## src/rtl/hazard_scoreboard.sv

```systemverilog
// Decode-side load-use stall and EX forward-select controller built on a DEPTH-slot destination scoreboard.
// Optional HAZARD_STATS_EN macro adds saturating stall/forward counters; otherwise they read 0.
module hazard_scoreboard #(
  parameter int unsigned DEPTH    = 3,
  parameter int unsigned RADDR_W  = 5,
  parameter int unsigned LD_READY = 2,
  parameter int unsigned FWD_W    = $clog2(DEPTH + 1)
) (
  input  logic               CLK,
  input  logic               nRST,
  input  logic               id_valid,
  input  logic [RADDR_W-1:0] id_rs,
  input  logic [RADDR_W-1:0] id_rt,
  input  logic               id_uses_rs,
  input  logic               id_uses_rt,
  input  logic               id_regwrite,
  input  logic [RADDR_W-1:0] id_wsel,
  input  logic               id_is_load,
  input  logic               flush,
  input  logic               mem_wait,
  output logic               stall,
  output logic [FWD_W-1:0]   fwd_a,
  output logic [FWD_W-1:0]   fwd_b,
  output logic [31:0]        stall_count,
  output logic [31:0]        fwd_count
);

  localparam int unsigned CNT_W = 32;

  logic               r_valid [1:DEPTH];
  logic [RADDR_W-1:0] r_wsel  [1:DEPTH];
  logic [FWD_W-1:0]   r_age   [1:DEPTH];

  logic               w_found_a, w_found_b;
  logic               w_haz_a, w_haz_b;
  logic [FWD_W-1:0]   w_sel_a, w_sel_b;
  logic               w_bubble;

  // Youngest matching writer decides: stall while its result is not yet ready, else forward from it
  always_comb begin
    w_found_a = 1'b0;
    w_found_b = 1'b0;
    w_haz_a   = 1'b0;
    w_haz_b   = 1'b0;
    w_sel_a   = '0;
    w_sel_b   = '0;
    for (int unsigned k = 1; k <= DEPTH; k++) begin
      if (!w_found_a && id_uses_rs && (id_rs != '0) && r_valid[k] && (r_wsel[k] == id_rs)) begin
        w_found_a = 1'b1;
        if (FWD_W'(k) < r_age[k])
          w_haz_a = 1'b1;
        else if (k < DEPTH)
          w_sel_a = FWD_W'(k);
      end
      if (!w_found_b && id_uses_rt && (id_rt != '0) && r_valid[k] && (r_wsel[k] == id_rt)) begin
        w_found_b = 1'b1;
        if (FWD_W'(k) < r_age[k])
          w_haz_b = 1'b1;
        else if (k < DEPTH)
          w_sel_b = FWD_W'(k);
      end
    end
  end

  assign stall    = id_valid & ~flush & (w_haz_a | w_haz_b);
  assign w_bubble = stall | flush | ~id_valid;

  // Scoreboard shift and registered forward selects; mem_wait freezes everything
  always_ff @(posedge CLK or negedge nRST) begin
    if (!nRST) begin
      for (int unsigned k = 1; k <= DEPTH; k++) begin
        r_valid[k] <= 1'b0;
        r_wsel[k]  <= '0;
        r_age[k]   <= '0;
      end
      fwd_a <= '0;
      fwd_b <= '0;
    end else if (!mem_wait) begin
      for (int unsigned k = DEPTH; k >= 2; k--) begin
        r_valid[k] <= r_valid[k-1];
        r_wsel[k]  <= r_wsel[k-1];
        r_age[k]   <= r_age[k-1];
      end
      r_valid[1] <= ~w_bubble & id_regwrite & (id_wsel != '0);
      r_wsel[1]  <= id_wsel;
      r_age[1]   <= id_is_load ? FWD_W'(LD_READY) : FWD_W'(1);
      fwd_a      <= w_bubble ? '0 : w_sel_a;
      fwd_b      <= w_bubble ? '0 : w_sel_b;
    end
  end

`ifdef HAZARD_STATS_EN
  logic [CNT_W-1:0] r_stall_count;
  logic [CNT_W-1:0] r_fwd_count;

  // Saturating event counters, advanced only on non-frozen cycles
  always_ff @(posedge CLK or negedge nRST) begin
    if (!nRST) begin
      r_stall_count <= '0;
      r_fwd_count   <= '0;
    end else if (!mem_wait) begin
      if (stall && (r_stall_count != '1))
        r_stall_count <= r_stall_count + CNT_W'(1);
      if (!w_bubble && ((w_sel_a != '0) || (w_sel_b != '0)) && (r_fwd_count != '1))
        r_fwd_count <= r_fwd_count + CNT_W'(1);
    end
  end

  assign stall_count = r_stall_count;
  assign fwd_count   = r_fwd_count;
`else
  assign stall_count = CNT_W'(0);
  assign fwd_count   = CNT_W'(0);
`endif

endmodule
```

## config.mk

```make
export PLATFORM = sky130hd
export DESIGN_NAME = hazard_scoreboard
export DESIGN_NICKNAME = d
export VERILOG_FILES = /design/src/rtl/hazard_scoreboard.sv
export SDC_FILE = /design/constraint.sdc
export NUM_CORES = 1
export LEC_CHECK = 0
export CAP_MARGIN = 0
export CELL_PAD_IN_SITES_DETAIL_PLACEMENT = 2
export CELL_PAD_IN_SITES_GLOBAL_PLACEMENT = 2
export CORE_MARGIN = 1
export CORE_UTILIZATION = 20
export CTS_CLUSTER_DIAMETER = 100
export DETAILED_ROUTE_END_ITERATION = 8
export GPL_TIMING_DRIVEN = 0
export PLACE_DENSITY = 0.89
export SETUP_SLACK_MARGIN = 0.5
export SLEW_MARGIN = 20
export SYNTH_ARGS = -nofsm -noshare
export SYNTH_HDL_FRONTEND = slang
export SYNTH_SLANG_ARGS = --single-unit
```

## constraint.sdc

```tcl
create_clock -name CLK -period 2.5 [get_ports CLK]
set_input_delay 0.5 -clock CLK [delete_from_list [all_inputs] [get_ports CLK]]
set_output_delay 0.5 -clock CLK [all_outputs]
set_load 0.005 [all_outputs]
```

==> run metrics <==
final weighted congestion of routability-driven global placement 0.764; uppermost signal routing layer after detailed routing met4; Worst path max stage delay 0.56 ns; final worst setup slack -0.256 ns; met1 wire length 1870 µm; slowest cell on the critical path sky130_fd_sc_hd__or4_4; category of the critical setup timing path input pin to output pin; via total after detailed routing 1306; Post-Synthesis Cells 160; global-route wire length before repair 7460 µm; I/O Pins 93; cell taking the most area after synthesis sky130_fd_sc_hd__dfrtp_1; class of the worst hold path register to register; Comb power frac 28.2%; Area Overhead vs Synth 57.0%; overall power consumption 0.00100 W; final layout net count 293; power dissipated by switching net loads 0.000271 W; placement row count 31; post-route clock skew 0.00423 ns; Overall Global Routing Usage 11.6%; total of warnings raised by yosys 0; critical path startpoint id_rt[2]; total wire length after detailed routing 4820 µm; residual antenna-violating net count after detailed routing 0; die extent in y 89.9 µm; buffer depth of the longest clock path 2; arrival time worst endpoint 2.26 ns; critical path capture point type output pin; max_cap viols 0; maximum number of pins on one net before global-route repair 21; routed length per instance 13.1 µm; startpoint kind of the worst setup timing path input pin; most used cells in the layout excluding fill and tap cells 75 x sky130_fd_sc_hd__buf_4, 64 x sky130_fd_sc_hd__conb_1, 20 x sky130_fd_sc_hd__dfrtp_1; summed instance area of the synthesized netlist 1550 µm²; mean area per synthesized cell 9.67 µm²; full die area 8090 µm²; Achievable Freq 363 MHz; relative contribution of sequential cells to total power 39.1%; top fanout value on the critical path 3; sequence of cells on the critical path buf_6 -> or4_4 -> o21ai_4 -> nor3_4 -> or3_4 -> a21o_1 -> a21oi_2 -> buf_2; post-detailed-route DRC marker count 0; Critical Path RT 2.00 ns; leading cell type in the layout, fill and taps excluded sky130_fd_sc_hd__buf_4; Num CTS Buffers 3; Final Setup Violations 1; Tightest Pin Transition 0.913 ns; share of the cycle needed by the critical path after routing 110%; reported leakage power 1.23 nW; final critical delay including setup and external delays 2.76 ns; placed wire-length estimate after detailed placement 3530 µm; FILL cells 848; starting density of the core 21.0%; sequential area share after synthesis 32.4%; relative slew slack 39.0%; met2 layer wire length in the routed design 2680 µm; post-synthesis cell type count 26; total instance count after detailed placement 350; Synth top area share 32.4%; worst r2r src r_wsel[7]$_DFFE_PN0N_; Root Buffer Master sky130_fd_sc_hd__clkbuf_8; H-tree Lvls 1; drt first pass iters 4; Port Buf Inserts 28; share of total power in the clock network 32.7%; Hold Buf Count CTS 0; flip-flop and latch count after synthesis 20; count of routing violations after the opening detailed-route iteration 34; Sink Count 20; internal reg-to-reg setup slack 0.18 ns; status finished with violations; clock-pin slew reported for the worst setup and hold paths after clock tree synthesis 0.07 ns; met3 WL post-DR 211 µm; internal power of the cells 0.000730 W; n_diodes 0; Avg Vias per Cell 3.56; number of global-route vias before repair 1426; fraction of layout cells with a size suffix above 1 43.7%; total congestion overflow 0; number of non-filler instances in the completed layout 367; cell area power density 412 nW/µm²; Sw Ratio 27.0%; die width 89.9 µm; Final Slew Violations 0; termination of the worst setup path stall; failing checks negative setup slack; cell count of the worst reg-to-reg path 8; setup repair after global routing missed its margin yes; TritonCTS clock tree built; placeable core area 7370 µm²; end of the worst register-to-register path r_valid[2]$_DFFE_PN0N_; largest vdd supply drop 0.199 mV; top cells by area in the synthesized netlist sky130_fd_sc_hd__dfrtp_1 32%, sky130_fd_sc_hd__buf_4 31%, sky130_fd_sc_hd__mux2_2 10%, sky130_fd_sc_hd__xnor2_1 6.8%, sky130_fd_sc_hd__xor2_1 4.5%; worst-skew pair later-pin latency 0.26 ns; antenna violations before repair 0; count of final hold-check violations 0
==> kinds of logic after synthesis <==
logic type | share of synthesized area, %
buf+inv | 31.6
simple gates | 9.06
xor+xnor | 11.3
flops | 32.4
mux | 10.2
compound gates | 5.26
other cells | 0.242
==> critical path, delay by kind of cell <==
kind	cells	cell delay, ns
AND/OR/NAND/NOR	3	0.95
AO/OA/AOI/OAI	3	0.57
buffers and inverters	2	0.23
==> Yosys cell counts <==
cell                       number
sky130_fd_sc_hd__a21o_1         1
sky130_fd_sc_hd__clkbuf_1       1
sky130_fd_sc_hd__o311a_1        1
sky130_fd_sc_hd__a21oi_1        1
sky130_fd_sc_hd__buf_1          1
sky130_fd_sc_hd__dfrtp_1       20
sky130_fd_sc_hd__xnor2_1       12
sky130_fd_sc_hd__or3_1          3
sky130_fd_sc_hd__xor2_1         8
sky130_fd_sc_hd__conb_1         1
sky130_fd_sc_hd__nand2b_1       1
sky130_fd_sc_hd__nor4_1         2
sky130_fd_sc_hd__o211ai_1       2
sky130_fd_sc_hd__mux2_2        14
sky130_fd_sc_hd__nor2_1         1
sky130_fd_sc_hd__a32o_1         1
sky130_fd_sc_hd__nand3_1        3
sky130_fd_sc_hd__nand2_1       10
sky130_fd_sc_hd__o21ai_1        1
sky130_fd_sc_hd__or4_1          1
sky130_fd_sc_hd__buf_4         64
sky130_fd_sc_hd__or4_4          1
sky130_fd_sc_hd__nand4_1        2
sky130_fd_sc_hd__o21ai_2        1
sky130_fd_sc_hd__o21ai_0        4
sky130_fd_sc_hd__nor3_1         3
==> per-layer routing <==
metal | global-route usage [%] | up-vias
met5 | 0 | -
met4 | 4.03 | 0
met3 | 1.52 | 4
met2 | 21.7 | 47
met1 | 13.3 | 630
li1 | - | 625
==> layout make-up <==
cell class                 instances  area (µm²)  share of cell area [%]
clock buffer                       3        41.3                    1.70
buffer                            66         488                    20.1
sequential                        20         500                    20.6
tap                               99         124                    5.10
timing repair buffer              41         370                    15.3
multi-input combinational        137         873                    36.0
clock inverter                     1        30.0                    1.24
==> worst min-delay path by stage <==
| stage | startpoint | to | slack, ns | depth (start not counted) |
|---|---|---|---|---|
| after global placement | fwd_b[0]$_DFFE_PN0N_ | fwd_b[0]$_DFFE_PN0N_ | 0.46 | 2 |
| final | fwd_a[0]$_DFFE_PN0N_ | fwd_a[0]$_DFFE_PN0N_ | 0.51 | 2 |
| after global routing | r_age[3]$_DFFE_PN0N_ | r_age[3]$_DFFE_PN0N_ | 0.54 | 1 |
| after floorplan | nRST | fwd_a[0]$_DFFE_PN0N_ | 0.20 | 0 |
| after CTS | fwd_b[0]$_DFFE_PN0N_ | fwd_b[0]$_DFFE_PN0N_ | 0.50 | 2 |
| after detailed placement | fwd_b[0]$_DFFE_PN0N_ | fwd_b[0]$_DFFE_PN0N_ | 0.48 | 2 |
==> registers in the layout (all words and copies together), names as in the netlist <==
signal,cells
r_valid,2
r_wsel,10
fwd_a,2
fwd_b,2
r_age,4
==> power by group through the flow <==
stage | clock network (W) | registers (W) | logic (W)
after global placement | 0 | 0.000393 | 0.000242
after global routing | 0.000341 | 0.000396 | 0.000309
after floorplan | 0 | 0.000383 | 0.000181
final | 0.000327 | 0.000392 | 0.000282
after CTS | 0.000332 | 0.000391 | 0.000267
after detailed placement | 0 | 0.000397 | 0.000254
==> stage by stage <==
| stage | area [µm²] | hold WS, ns | util [%] | setup slack (ns) | setup TNS, ns |
|---|---|---|---|---|---|
| after CTS | 2380 | 0.501 | 32.2 | -0.264 | -0.264 |
| final | 2430 | 0.509 | 32.9 | -0.256 | -0.256 |
| after detailed placement | 2200 | 0.476 | 29.9 | -1.08 | -1.83 |
| after floorplan | 1800 | 0.204 | - | 0.116 | 0 |
| after global routing | 2430 | 0.542 | 32.9 | -0.303 | -0.303 |
| after global placement | 2200 | 0.461 | 29.9 | -1.04 | -1.59 |
==> timing repair <==
| item | 4_1_cts | 5_1_grt |
|---|---|---|
| buffers inserted | 9 | 4 |
| gates cloned | 0 | 0 |
| hold endpoints to repair | 0 | 0 |
| pin swaps | 12 | 11 |
| gates resized for setup | 57 | 6 |
| setup endpoints to repair | 6 | 6 |
Power figures use the tool's default switching activity.
